## config.mk

```make
export PLATFORM = sky130hd
export DESIGN_NAME = dual_burst_sequencer
export DESIGN_NICKNAME = d
export VERILOG_FILES = /design/src/rtl/dual_burst_pkg.sv /design/src/rtl/dual_burst_sequencer_window.sv /design/src/rtl/dual_burst_sequencer.sv
export SDC_FILE = /design/constraint.sdc
export NUM_CORES = 1
export LEC_CHECK = 0
export CAP_MARGIN = 10
export CORE_AREA = 2 2 39 41
export CTS_BUF_LIST = sky130_fd_sc_hd__clkbuf_4 sky130_fd_sc_hd__clkbuf_8 sky130_fd_sc_hd__clkbuf_16
export CTS_CLUSTER_SIZE = 16
export DETAILED_ROUTE_END_ITERATION = 12
export DIE_AREA = 0 0 41 43
export SETUP_SLACK_MARGIN = 0.5
export SYNTH_ARGS = -nofsm -noshare
export SYNTH_HDL_FRONTEND = slang
export SYNTH_SLANG_ARGS = --single-unit
```

## constraint.sdc

```tcl
create_clock -name clk -period 1.75 [get_ports clk]
set_clock_uncertainty 0.15 [all_clocks]
set_input_delay 0.35 -clock clk [delete_from_list [all_inputs] [get_ports clk]]
set_output_delay 0.35 -clock clk [all_outputs]
set_load 0.05 [all_outputs]
```

## src/rtl/dual_burst_pkg.sv

```systemverilog
// Shared types and helpers for the dual burst sequencer.
// Provides the FSM state enum, max_u() and the tick counter width helper.
package dual_burst_pkg;

    typedef enum logic {
        IDLE = 1'b0,
        RUN  = 1'b1
    } state_e;

    function automatic int max_u(input int x, input int y);
        return (x > y) ? x : y;
    endfunction

    // Width needed to count 0..m, never narrower than one bit.
    function automatic int cnt_w(input int m);
        return (m < 1) ? 1 : $clog2(m + 1);
    endfunction

endpackage

```

## src/rtl/dual_burst_sequencer_window.sv

```systemverilog
// burst_window: registered window flag, high while DELAY <= tick <= DELAY+LEN-1.
// Ports: i_clk, i_rst_n, i_tick (next tick), i_run (next run), o_win.
module burst_window #(
    parameter int DELAY = 1,
    parameter int LEN   = 1,
    parameter int W     = 1
) (
    input  logic         i_clk,
    input  logic         i_rst_n,
    input  logic [W-1:0] i_tick,
    input  logic         i_run,
    output logic         o_win
);

    localparam logic [W-1:0] LO = W'(DELAY);
    localparam logic [W-1:0] HI = W'(DELAY + LEN - 1);

    logic r_win;

    always_ff @(posedge i_clk or negedge i_rst_n) begin
        if (!i_rst_n) begin
            r_win <= 1'b0;
        end else begin
            r_win <= i_run && (i_tick >= LO) && (i_tick <= HI);
        end
    end

    assign o_win = r_win;

endmodule

```

## src/rtl/dual_burst_sequencer.sv

```systemverilog
// dual_burst_sequencer: start -> one-cycle a, delayed bursts b and c, done at the
// later burst end. Ports: clk, rst_n, start, abort -> a, b, c, done, busy, overrun.
module dual_burst_sequencer
    import dual_burst_pkg::*;
#(
    parameter int B_DELAY = 1,
    parameter int B_LEN   = 3,
    parameter int C_DELAY = 2,
    parameter int C_LEN   = 3
) (
    input  logic clk,
    input  logic rst_n,
    input  logic start,
    input  logic abort,
    output logic a,
    output logic b,
    output logic c,
    output logic done,
    output logic busy,
    output logic overrun
);

    localparam int B_END = B_DELAY + B_LEN - 1;
    localparam int C_END = C_DELAY + C_LEN - 1;
    localparam int M_END = max_u(B_END, C_END);
    localparam int W     = cnt_w(M_END);

    localparam logic [W-1:0] M_LAST = W'(M_END);

    if (B_DELAY < 1 || B_LEN < 1 || C_DELAY < 1 || C_LEN < 1) begin : g_bad_param
        $fatal(1, "dual_burst_sequencer: DELAY and LEN parameters must be >= 1");
    end

    state_e         r_state;
    state_e         w_state_nxt;
    logic [W-1:0]   r_tick;
    logic [W-1:0]   w_tick_nxt;

    logic           w_run_nxt;
    logic           w_a_nxt;
    logic           w_done_nxt;
    logic           w_ovr_nxt;

    logic           r_a;
    logic           r_done;
    logic           r_busy;
    logic           r_overrun;
    logic           w_b;
    logic           w_c;

    // State and tick register
    always_ff @(posedge clk or negedge rst_n) begin
        if (!rst_n) begin
            r_state <= IDLE;
            r_tick  <= '0;
        end else begin
            r_state <= w_state_nxt;
            r_tick  <= w_tick_nxt;
        end
    end

    // Next state; abort beats start in IDLE and ends a run early
    always_comb begin
        w_state_nxt = r_state;
        w_tick_nxt  = r_tick;
        unique case (r_state)
            IDLE: begin
                if (start && !abort) begin
                    w_state_nxt = RUN;
                    w_tick_nxt  = '0;
                end
            end
            RUN: begin
                if (abort || (r_tick == M_LAST)) begin
                    w_state_nxt = IDLE;
                    w_tick_nxt  = '0;
                end else begin
                    w_tick_nxt  = r_tick + W'(1);
                end
            end
        endcase
    end

    // Outputs are decoded from the next state so they land registered
    // in the same cycle as the tick they describe.
    always_comb begin
        w_run_nxt  = (w_state_nxt == RUN);
        w_a_nxt    = w_run_nxt && (w_tick_nxt == '0);
        w_done_nxt = w_run_nxt && (w_tick_nxt == M_LAST);
        w_ovr_nxt  = r_overrun || (start && (r_state == RUN));
    end

    always_ff @(posedge clk or negedge rst_n) begin
        if (!rst_n) begin
            r_a       <= 1'b0;
            r_done    <= 1'b0;
            r_busy    <= 1'b0;
            r_overrun <= 1'b0;
        end else begin
            r_a       <= w_a_nxt;
            r_done    <= w_done_nxt;
            r_busy    <= w_run_nxt;
            r_overrun <= w_ovr_nxt;
        end
    end

    burst_window #(
        .DELAY (B_DELAY),
        .LEN   (B_LEN),
        .W     (W)
    ) u_win_b (
        .i_clk   (clk),
        .i_rst_n (rst_n),
        .i_tick  (w_tick_nxt),
        .i_run   (w_run_nxt),
        .o_win   (w_b)
    );

    burst_window #(
        .DELAY (C_DELAY),
        .LEN   (C_LEN),
        .W     (W)
    ) u_win_c (
        .i_clk   (clk),
        .i_rst_n (rst_n),
        .i_tick  (w_tick_nxt),
        .i_run   (w_run_nxt),
        .o_win   (w_c)
    );

    assign a       = r_a;
    assign b       = w_b;
    assign c       = w_c;
    assign done    = r_done;
    assign busy    = r_busy;
    assign overrun = r_overrun;

endmodule
```

Word level (Yosys, flattened, before mapping)
Index checks and enable logic that the tools add are counted.
{ "totals": {"reg_bits": 9, "word_cells": 33} }
{ "classes": {"mux": 6, "n_reduce_logical": 12, "n_eq_ne": 2, "order_cmp": 4, "n_addsub": 1, "bitwise_logic": 1} }
{ "ops": {"columns": ["op", "n"], "rows": [
  ["$logic_and A1 B1 Y1", 8],
  ["$eq A3 B3 Y1 const B", 2],
  ["$mux W3", 2],
  ["$pmux W3 S2", 1],
  ["$add A3 B1 Y3 const B", 1],
  ["$ge A3 B1 Y1 const B", 1],
  ["$ge A3 B2 Y1 const B", 1],
  ["$le A3 B2 Y1 const B", 1],
  ["$le A3 B3 Y1 const B", 1],
  ["$logic_not A3 Y1", 1],
  ["$logic_or A1 B1 Y1", 2],
  ["$mux W1", 2],
  ["$pmux W1 S2", 1],
  ["$logic_not A1 Y1", 1],
  ["$not A1 Y1", 1]
]} }

Logic depth before layout (Yosys ltp)
Gate-level depths: netlist (run 1).
{ "logic_depth": {"word_depth": 7, "mapped_depth": 6, "mapped_depth_nobuf": 6} }

Modules after synthesis
From an unflattened synthesis (run 1), not the netlist that was laid out.
{ "hier_totals": {"cells_unflattened": 43, "hier_area_um2": 509.2} }
{ "modules_own_cells": {"columns": ["module", "n_inst", "area_per_inst_um2", "cells_per_inst"], "rows": [
  ["dual_burst_sequencer", 1, 416.6, 36],
  ["burst_window at u_win_c", 1, 51.3, 4],
  ["burst_window at u_win_b", 1, 41.3, 3]
]} }

Least setup slack after synthesis (run 1)
OpenSTA, ideal clock, no wires.
{ "synth_timing": {"kind": "reg2reg", "from": "reg r_tick[0]", "to": "reg u_win_c.r_win, in the netlist u_win_c.o_win", "setup_slack_ns": 0.107, "arrival_ns": 1.375, "setup_ns": 0.118, "path_stages_with_launch": 7, "n_path_buf": 0, "synth_period_minus_slack_ns": 1.643, "path_cell_list": "dfrtp_1 > inv_1 > ha_1 > clkinv_1 > a221oi_2 > nor3_1 > a21o_1"} }
{ "synth_via": {"elab_chain_cells": 7, "word_cells_on_any_way": 12, "cone_classes": "add/sub (1); order compare (2); eq/ne (1); mux (5); reduce/logical (3)"} }
{ "synth_lines": {"columns": ["item", "line", "text"], "rows": [
  ["start: declaration", "dual_burst_sequencer.sv:36", "logic [W-1:0] r_tick;"],
  ["start signal: assignment", "dual_burst_sequencer.sv:58", "r_tick <= w_tick_nxt;"],
  ["branches (longest 6 deep; another with $add A3 B1 Y3)", null, null],
  ["$logic_and A1 B1 Y1 *", "dual_burst_sequencer_window.sv:24", "r_win <= i_run && (i_tick >= LO) && (i_tick <= HI);"],
  ["end signal: assignment", "dual_burst_sequencer_window.sv:24", null],
  ["end: declaration", "dual_burst_sequencer_window.sv:18", "logic r_win;"]
]} }
Every way passes the cells marked *.

Worst setup path after layout (run 1)
{ "layout_timing": {"from": "reg r_tick[1]", "to": "reg r_a, in the netlist a"} }
{ "layout_via": {"elab_chain_cells": 6, "word_cells_on_any_way": 10, "cone_classes": "add/sub (1); eq/ne (1); mux (5); reduce/logical (3)"} }
{ "layout_lines": {"columns": ["item", "line", "text"], "rows": [
  ["branches (longest 5 deep; another with $add A3 B1 Y3)", null, null],
  ["$logic_and A1 B1 Y1 *", "dual_burst_sequencer.sv:88", "w_a_nxt = w_run_nxt && (w_tick_nxt == '0);"],
  ["via w_a_nxt", "dual_burst_sequencer.sv:40", "logic w_a_nxt;"],
  ["end signal: assignment", "dual_burst_sequencer.sv:100", "r_a <= w_a_nxt;"],
  ["end: declaration", "dual_burst_sequencer.sv:44", "logic r_a;"]
]} }
Mark *: on every way through the listed nets, which the timed path passes.

==> impl_results.md, run 1 <==
* Syn Inst Count at 41
* RSZ-0062 raised after global routing: yes
* Layout cells sized above 1 at 0.580
* Post-synth EDFFs at 0
* Minimum clock period at 1660 ps
* Clock Tree Root: clkbuf_4
* CP required at 1770 ps
* Final setup violation count at 0
* Seq/Total Area, Yosys at 0.519
* Die Span Y at 43 um
* Vias at 399
* DRC Markers at 0
* Maxcap violations at 0
* Count leader, synth: dfrtp_1
* Yosys top cell by area: dfrtp_1
* Diode count at 0
* CP delay by family, top: simple AND/OR/NAND/NOR gates
* Top Ports at 10
* Critical Path Max Stage Delay at 410 ps
* Largest net degree at the start of global routing at 10
* Critical path class: flip-flop to flip-flop
* Highest routing layer actually used: met4
* Global-route wire length before repair at 1790 um
* Worst VDD drop at 0.320 mV
* Max Fclk at 0.603 GHz
* Type of origin of the critical path: flip-flop
* Port Buf Inserts at 9
* Nets at 76
* Dpl hpwl at 711 um
* Metal3 WL at 28 um
* Post-DP Area at 639 sq um
* Syn nets at 47
* Synth top area cells: dfrtp_1 (52%), ha_1 (5.8%), a21o_1 (5.2%), nor2_1 (4.3%), o21ai_1 (3.5%)
* Synth Register Bits at 9
* Clock transition at path regs at 60 ps
* Placed insts at 71
* Fraction of registers with async set/reset at 1.00
* Vias/cell at 4.69
* Met2 WL at 581 um
* Critical-path cell list: buf_4 > ha_4 > o21ai_1 > a31oi_1 > or3_4 > nor3_2
* Initial antenna violation count at 0
* Post-synthesis cell type count at 20
* Metal-1 WL at 414 um
* FP Rows at 14
* Final Non-Filler Cells at 85
* Vias in the first global route at 392
* Mean Syn Cell Area at 10.6 sq um
* Die area at 0.00176 sq mm
* Post-synth top cells: dfrtp_1 (9), nor2_1 (5), a21o_1 (3), o21ai_1 (3)
* Die width at 41 um
* Clk_lat worst skew at 250 ps
* Slew Limit Headroom at 0.734
* CORE AREA at 0.00138 sq mm
* TNS Setup at 0 ps
* Antenna viol nets, final at 0
* GP Congestion at 0.829
* Mapped Area at 434 sq um
* Crit path buf inv count at 1
* Routed len/inst at 12.1 um
* Reg2Reg Launch Point: r_tick[1]
* Total power at 713 uW
* CTS max path bufs at 2
* Grt total ovfl at 0
* DR iter-0 viols at 4
* WL final at 1030 um
* Power density cells at 894 mW/mm^2
* Critical path launch point: r_tick[1]
* Synth Flop Type: dfrtp_1
* Final Max Tran Viols at 0
* Starting density of the core at 0.314
* Outcome: finished clean
* Hold-fix buffer count after cts at 0
* Area grow syn2layout at 83.6%
* H-tree levels at 1
* Setup crit end kind: flip-flop
* Final worst-path cycle share at 0.948
* Total Routing Usage GR at 0.155
* Worst EP arrival at 1680 ps
* Leak at 0.000368 uW
* Slowest CP cell: dfrtp_1
* Fin. Hold Viols at 0
* DRT Pass-1 Iters at 3
* Area fraction of the dominant cell type after synthesis at 0.519
* Hold_ws at 235 ps
* # clock sinks at 9
* Crit path max fanout at 4
* Final Cell Area at 797 sq um
* Hold Crit Class: input port to async pin
* CTS tree: done
* Num CTS Buffers at 3
* Tightest Pin Transition at 397 ps
* Synth warnings at 0
-- registers in the layout, indices dropped and copies added (netlist names) --
signal / flops
done: 1
a: 1
busy: 1
overrun: 1
u_win_c.o_win: 1
r_tick: 3
u_win_b.o_win: 1
-- where the power goes --
group,internal [uW],switching [uW]
combinational,148,138
clock,103,70.8
sequential,229,22.5
total,481,232
-- path summary, 6_finish.rpt --
| kind | end | slack, ps | cells after the start |
|---|---|---|---|
| worst min-delay path | done | 230 | 1 |
| worst min register to register | overrun | 470 | 2 |
| min in group clk | overrun | 470 | 2 |
| max in group asynchronous | busy | 900 | 1 |
| worst max register to register | a | 90 | 6 |
| worst max-delay path | a | 90 | 6 |
-- what timing repair did --
action / CTS / global route
gates resized for setup: 8 / 3
setup buffers: 4 / 6
setup endpoints to repair: 14 / 14
pin swaps: 1 / 8
gates cloned: 0 / 0
-- area by class of cell --
type                            count  area [sq um]
Fill cell                         115           587
Clock buffer                        4          30.0
Multi-Input combinational cell     28           249
Tap cell                           16          20.0
Sequential cell                     9           230
Inverter                            4          21.3
Timing Repair Buffer               24           246
-- cells by family (layout without fill, tap and decap cells) --
logic type | Yosys count | count (layout) | synth area share
buffers and inverters | 4 | 32 | 0.0346
muxes | 1 | 1 | 0.0231
adders and majority gates | 2 | 2 | 0.0576
DFF | 9 | 9 | 0.519
and+or+nand+nor | 14 | 14 | 0.182
AOI/OAI and AO/OA | 11 | 11 | 0.184
-- layout by cell type, fill, tap and decap left out, drive strengths merged, types with 2 or more instances in the layout --
cell type,count
clkbuf,4
ha,2
dfrtp,9
buf,21
nand2b,2
nor3,3
nor2,5
o21ai,4
a21o,3
clkdlybuf4s50,2
nand2,2
inv,2
clkinv,2
-- per-stage QoR --
step	worst slack (ps)	utilization
5_1_grt	47.3	0.576
3_5_place_dp	-49.3	0.462
2_1_floorplan	175	-
4_1_cts	122	0.537
3_3_place_gp	-32.4	0.462
6_report	90.4	0.576
-- layer usage --
layer	vias to the layer above	global-route usage
met4	0	0.0800
met3	2	0.0471
met2	7	0.225
met1	187	0.199
met5	-	0
li1	203	-
Note: power is estimated with default switching activity, not from simulation.
==> run 2: changes to the inputs <==
Settings changed: SKIP_LAST_GASP set to 1.
==> results of run 2 <==
The final DEF is identical to that of run 1; final timing and power are the same.
==> run 3: changes to the inputs <==
Settings changed: SLEW_MARGIN set to 25.
==> results of run 3 <==
The final DEF is identical to that of run 1; final timing and power are the same.
